**src/rtl/ldl_p1ram_arb2.sv**
```systemverilog
// Round-robin arbiter sharing one single-port RAM between requesters A and B.
// Define LDL_P1RAM_ARB_INIT_EN to sweep INIT_VAL through the RAM after reset.
module ldl_p1ram_arb2 #(
  parameter int                 DWIDTH   = 8,
  parameter int                 DEEPTH   = 10,
  parameter int                 AWIDTH   = $clog2(DEEPTH),
  parameter logic [DWIDTH-1:0]  INIT_VAL = '0
) (
  input  logic              clk,
  input  logic              rst_n,
  input  logic              a_vld,
  output logic              a_rdy,
  input  logic              a_we,
  input  logic [AWIDTH-1:0] a_addr,
  input  logic [DWIDTH-1:0] a_din,
  output logic              a_rsp_vld,
  output logic [DWIDTH-1:0] a_rsp_dout,
  input  logic              b_vld,
  output logic              b_rdy,
  input  logic              b_we,
  input  logic [AWIDTH-1:0] b_addr,
  input  logic [DWIDTH-1:0] b_din,
  output logic              b_rsp_vld,
  output logic [DWIDTH-1:0] b_rsp_dout,
  output logic              ram_re,
  output logic              ram_we,
  output logic [AWIDTH-1:0] ram_addr,
  output logic [DWIDTH-1:0] ram_din,
  input  logic [DWIDTH-1:0] ram_dout,
  output logic              init_done
);

  logic              last_b_q, last_b_d;
  logic              rsp_vld_q, rsp_vld_d;
  logic              rsp_tag_q, rsp_tag_d;
  logic              run;
  logic              sweep;
  logic [AWIDTH-1:0] sweep_addr;
  logic [DWIDTH-1:0] sweep_din;
  logic              gnt_a, gnt_b;

  assign sweep_din = INIT_VAL;

`ifdef LDL_P1RAM_ARB_INIT_EN
  localparam logic [0:0] S_INIT = 1'b0;
  localparam logic [0:0] S_RUN  = 1'b1;

  logic [0:0]        state_q, state_d;
  logic [AWIDTH-1:0] cnt_q, cnt_d;

  always_comb begin
    state_d = state_q;
    cnt_d   = cnt_q;
    if (state_q == S_INIT) begin
      cnt_d = cnt_q + 1'b1;
      if (cnt_q == AWIDTH'(DEEPTH - 1)) begin
        state_d = S_RUN;
        cnt_d   = '0;
      end
    end
  end

  always_ff @(posedge clk or negedge rst_n) begin
    if (!rst_n) begin
      state_q <= S_INIT;
      cnt_q   <= '0;
    end else begin
      state_q <= state_d;
      cnt_q   <= cnt_d;
    end
  end

  assign run        = (state_q == S_RUN);
  assign sweep      = rst_n & (state_q == S_INIT);
  assign sweep_addr = cnt_q;
  assign init_done  = run;
`else
  assign run        = 1'b1;
  assign sweep      = 1'b0;
  assign sweep_addr = '0;
  assign init_done  = 1'b1;
`endif

  // Grants and RAM strobes are gated by rst_n so the RAM port is quiet while reset is held.
  assign gnt_a = rst_n & run & a_vld & (~b_vld | last_b_q);
  assign gnt_b = rst_n & run & b_vld & (~a_vld | ~last_b_q);
  assign a_rdy = gnt_a;
  assign b_rdy = gnt_b;

  always_comb begin
    ram_re   = 1'b0;
    ram_we   = 1'b0;
    ram_addr = '0;
    ram_din  = '0;
    if (sweep) begin
      ram_we   = 1'b1;
      ram_addr = sweep_addr;
      ram_din  = sweep_din;
    end else if (gnt_a) begin
      ram_re   = ~a_we;
      ram_we   = a_we;
      ram_addr = a_addr;
      ram_din  = a_din;
    end else if (gnt_b) begin
      ram_re   = ~b_we;
      ram_we   = b_we;
      ram_addr = b_addr;
      ram_din  = b_din;
    end
  end

  always_comb begin
    last_b_d  = last_b_q;
    if (gnt_a) last_b_d = 1'b0;
    if (gnt_b) last_b_d = 1'b1;
    rsp_vld_d = (gnt_a & ~a_we) | (gnt_b & ~b_we);
    rsp_tag_d = gnt_b;
  end

  // last_gnt starts at B so that A wins the first contention.
  always_ff @(posedge clk or negedge rst_n) begin
    if (!rst_n) begin
      last_b_q  <= 1'b1;
      rsp_vld_q <= 1'b0;
      rsp_tag_q <= 1'b0;
    end else begin
      last_b_q  <= last_b_d;
      rsp_vld_q <= rsp_vld_d;
      rsp_tag_q <= rsp_tag_d;
    end
  end

  assign a_rsp_vld  = rsp_vld_q & ~rsp_tag_q;
  assign b_rsp_vld  = rsp_vld_q & rsp_tag_q;
  assign a_rsp_dout = a_rsp_vld ? ram_dout : '0;
  assign b_rsp_dout = b_rsp_vld ? ram_dout : '0;

endmodule

```
**config.mk**
```make
export PLATFORM = sky130hd
export DESIGN_NAME = ldl_p1ram_arb2
export DESIGN_NICKNAME = d
export VERILOG_FILES = /design/src/rtl/ldl_p1ram_arb2.sv
export SDC_FILE = /design/constraint.sdc
export NUM_CORES = 1
export LEC_CHECK = 0
export CAP_MARGIN = 20
export CORE_ASPECT_RATIO = 0.75
export CORE_MARGIN = 2
export CORE_UTILIZATION = 23
export DETAILED_ROUTE_END_ITERATION = 10
export PLACE_DENSITY = 0.8
export SLEW_MARGIN = 15
export SYNTH_ARGS = -nofsm -noshare
export SYNTH_HDL_FRONTEND = slang
export SYNTH_SLANG_ARGS = --single-unit
```
**constraint.sdc**
```tcl
create_clock -name clk -period 1.9 [get_ports clk]
set_clock_uncertainty 0.2 [all_clocks]
set_input_delay 0.38 -clock clk [delete_from_list [all_inputs] [get_ports clk]]
set_output_delay 0.38 -clock clk [all_outputs]
set_load 0.05 [all_outputs]
```
* Word-level counts from Yosys, hierarchy flattened *
Index checks and enable logic that the tools add are counted.

word-level totals
  word-level logic and storage cells = 33
  input port bits = 38
  output and inout port bits = 35
  register bits = 3

cells by class
  reductions and logical operators = 1
  bitwise logic cells = 17
  muxes and demuxes = 12

operator list
  cell                count
  $mux W8             4
  $and A1 B1 Y1       8
  $mux W4             2
  $mux W1             6
  $not A1 Y1          6
  $or A1 B1 Y1        3
  $reduce_bool A2 Y1  1

* Depth between registers and ports, before layout *
  depth in word-level cells = 5
  mapped depth = 4
  gate-level depth less buffers = 3

* Worst setup path after synthesis *
Ideal clock, no wire load.

  path type = input-to-output
  start point = input port rst_n
  end point = output port ram_re
  buffers on the path = 1
  path slack = -0.526 ns
  cell stages on the path = 3
  arrival = 1.846 ns
  cell sequence = buf_4 > inv_1 > o32ai_1

on the way
  longest elaborated chain between the ends = 4
  elaborated cells on any way between the ends = 6

ends and longest elaborated chain
  item                         line  source
  start, declared              10    input logic rst_n,
  $and A1 B1 Y1 (2 in series)  86    assign gnt_b = rst_n & run & b_vld & (~a_vld | ~last_b_q);
  $mux W1                      104   end else if (gnt_b) begin
  $mux W1 (*)                  99    end else if (gnt_a) begin
  end, declared                25    output logic ram_re,

Every way passes the cells marked *; elsewhere a longest branch is shown, timed or not.

* Worst setup path after layout *
  start point = register last_b_q
  end point = output port ram_din[2]

on the way
  longest elaborated chain between the ends = 5
  elaborated cells on any way between the ends = 7

ends and longest elaborated chain
  item                    line  source
  start, declared         33    logic last_b_q, last_b_d;
  start signal, assigned  127   last_b_q <= last_b_d;
  $not A1 Y1              86
  $or A1 B1 Y1            86
  $and A1 B1 Y1           86
  $mux W8                 104
  $mux W8 (*)             99
  end, declared           28    output logic [DWIDTH-1:0] ram_din,

Marks and branches as above.

==> impl_metrics.ini <==
[power]
ir_drop_mv = 0.431
p_seq_frac = 0.104
intPower_uw = 487
combPwrFrac = 0.756
netSwitchingFraction = 0.464
power.density_nw_per_um2 = 464
p_clk_frac = 0.140
p_leak_nw = 0.795
p_sw_uw = 422

[detailed_routing]
vias = 1078
detail_route.wl_per_cell_um = 26.9
drt-total-wl_um = 4960
drt-initial-drc-count = 66
antenna_left = 0
drc = 0
vias_per_cell = 5.86
dr.pass1.iters = 4

[cells_and_area]
antenna_cells = 0
stdcell_area_sq_um = 1960
utilization = 0.973
syn2layout_area_growth_pct = 299
nNetsFinal = 199
drive_above_1_share = 0.469

[sta]
setup_slack_ps = -172
finalHoldViolCount = 0
hold_ws_ps = 173
drv_slew = 0
grt_setup_unrepaired = true
setup-violations-final = 19
period_share = 1.09
fmax_mhz = 483
min_period_ps = 2070

[die]
start_util = 0.243
die_w_um = 57.3
core_area_sq_um = 2010
rows = 14
dieArea_sq_um = 2520
num_io_pins = 73
die_h_um = 44.0

[clocking]
cts.clk_slew.worst_paths_ps = 50
clock-root-buffer = clkbuf_4
cts_buffers = 3
cts_max_path_buffers = 2
h-tree-depth = 1
clkSinkCount = 3
cts_tree = yes
clock_latency_ps = 250

[global_route]
grt_pass1_wl_um = 6390
grt_usage = 0.350
grt-ovfl-total = 0
grt_pass1_vias = 1129
grt_max_degree = 15
antenna_found_initial = 0

[setup_path]
crit_cells = 4
critPathMostFrequentCell = buf_12
worstPathCellList = o21ai_4 -> buf_12 -> o22ai_4 -> buf_12
cp_max_fo = 8
end_kind = output pin
worst_setup_path_start_kind = flop
max_stage_delay_ps = 600
worstSetupPathType = reg -> out
arrival_ps = 1490
cpLargestDelayFamily = flip-flops
reg2reg_depth = 3
crit_slowest_cell = dfstp_2
required_ps = 1320
crit_buf_inv = 2

[yosys]
synth.distinct_cells = 17
yosysSeqAreaShare = 0.156
mappedNetlistArea_sq_um = 490
synth-seq-cells = 3
netlist_instances = 80
synthTopCellsByCount = nand2_1, o22ai_1, and2_1, and3_1, buf_4
synth.top_cell.area_share = 0.214
synthTopCellsByArea = nand2_1, o22ai_1, and2_1
yosys_warnings = 0
synth_edf_count = 0
async_flop_share = 1.00
syn_area_per_cell_sq_um = 6.13
synth_fp_nets = 118
synth.most_common_cell = nand2_1
ys.flop_type = dfrtp_1
yosysTopAreaCell = nand2_1

[place]
gp_congestion = 0.886
dp_hpwl_um = 2210
dpl_cell_area_sq_um = 1620
port-buffer-count = 71

[run]
cap_viol_max_count = 0

[status]
violations = negative setup slack
status = finished with violations

[hold_path]
hold_class = in -> async
==> repair_timing <==
action	CTS	global route
hold buffers	0	0
gates cloned	1	1
endpoints found under the setup margin	25	25
pin swaps	16	1
endpoints found under the hold margin	0	0
gates resized for setup	50	6
setup buffers	1	0
==> power groups by stage <==
stage | combinational, mW | clock (mW) | sequential, mW
after global routing | 0.701 | 0.134 | 0.0942
after global placement | 0.514 | 0 | 0.0864
after detailed placement | 0.523 | 0 | 0.0877
final | 0.688 | 0.127 | 0.0943
after floorplan | 0.234 | 0 | 0.0847
after CTS | 0.651 | 0.113 | 0.0890
==> cell families after synthesis <==
kind of cell / Yosys count / share of synthesized area
simple gates: 49 / 0.472
compound gates: 18 / 0.258
buf+inv: 9 / 0.107
flops: 3 / 0.156
other cells: 1 / 0.00765
==> area by class of cell <==
type | count | area [sq um]
multi-input cells | 69 | 608
well taps | 24 | 30.0
inverters | 2 | 7.51
fillers | 33 | 55.1
clock buffers | 4 | 26.3
flip-flops and latches | 3 | 78.8
repair buffers | 82 | 1210
==> through the flow <==
stage / cells / TNS [ps] / power, mW / worst slack (ps)
after floorplan: 80 / -2730 / 0.319 / -254
after global placement: 177 / -4910 / 0.600 / -354
after detailed placement: 177 / -5380 / 0.611 / -388
after CTS: 183 / -1430 / 0.853 / -112
after global routing: 184 / -2870 / 0.929 / -191
final: 184 / -2490 / 0.909 / -172
==> cell usage in the layout (no fill, tap or decap), types with 2 or more instances in the layout <==
| cell type | instances |
|---|---|
| nand2_1 | 26 |
| buf_12 | 38 |
| inv_1 | 2 |
| o22ai_4 | 13 |
| and2_1 | 9 |
| clkbuf_4 | 3 |
| nor2_4 | 2 |
| and3_1 | 8 |
| dfrtp_2 | 2 |
| clkdlybuf4s50_1 | 33 |
| buf_6 | 2 |
| buf_4 | 4 |
==> worst reg2reg max path, delay by kind of cell (launching register included) <==
family / cells / cell delay (ps)
compound gates: 2 / 330
buf+inv: 1 / 170
flops: 1 / 600
==> per-layer routing <==
layer | vias to the layer above | wire length (um) | global-route usage
met5 | - | 0 | 0
met4 | 0 | 323 | 0.153
met3 | 33 | 504 | 0.0597
met2 | 115 | 2440 | 0.694
met1 | 493 | 1690 | 0.363
li1 | 437 | - | -
==> flip-flops by register name (all words and copies together), names as in the netlist <==
signal and flops:
last_b_q 1, rsp_tag_q 1, rsp_vld_q 1
==> path summary, 6_finish.rpt <==
kind                                            from              endpoint  slack [ps]
worst max register to register  last_b_q$_DFFE_PN1P_   rsp_vld_q$_DFF_PN0_         460
worst min-delay path                           rst_n   rsp_tag_q$_DFF_PN0_         170
max in group asynchronous                      rst_n  last_b_q$_DFFE_PN1P_        1140
worst min register to register  last_b_q$_DFFE_PN1P_  last_b_q$_DFFE_PN1P_         460
worst max-delay path            last_b_q$_DFFE_PN1P_            ram_din[2]        -170
min in group clk                               a_vld  last_b_q$_DFFE_PN1P_         230
Note: power is estimated with default switching activity, not from simulation.
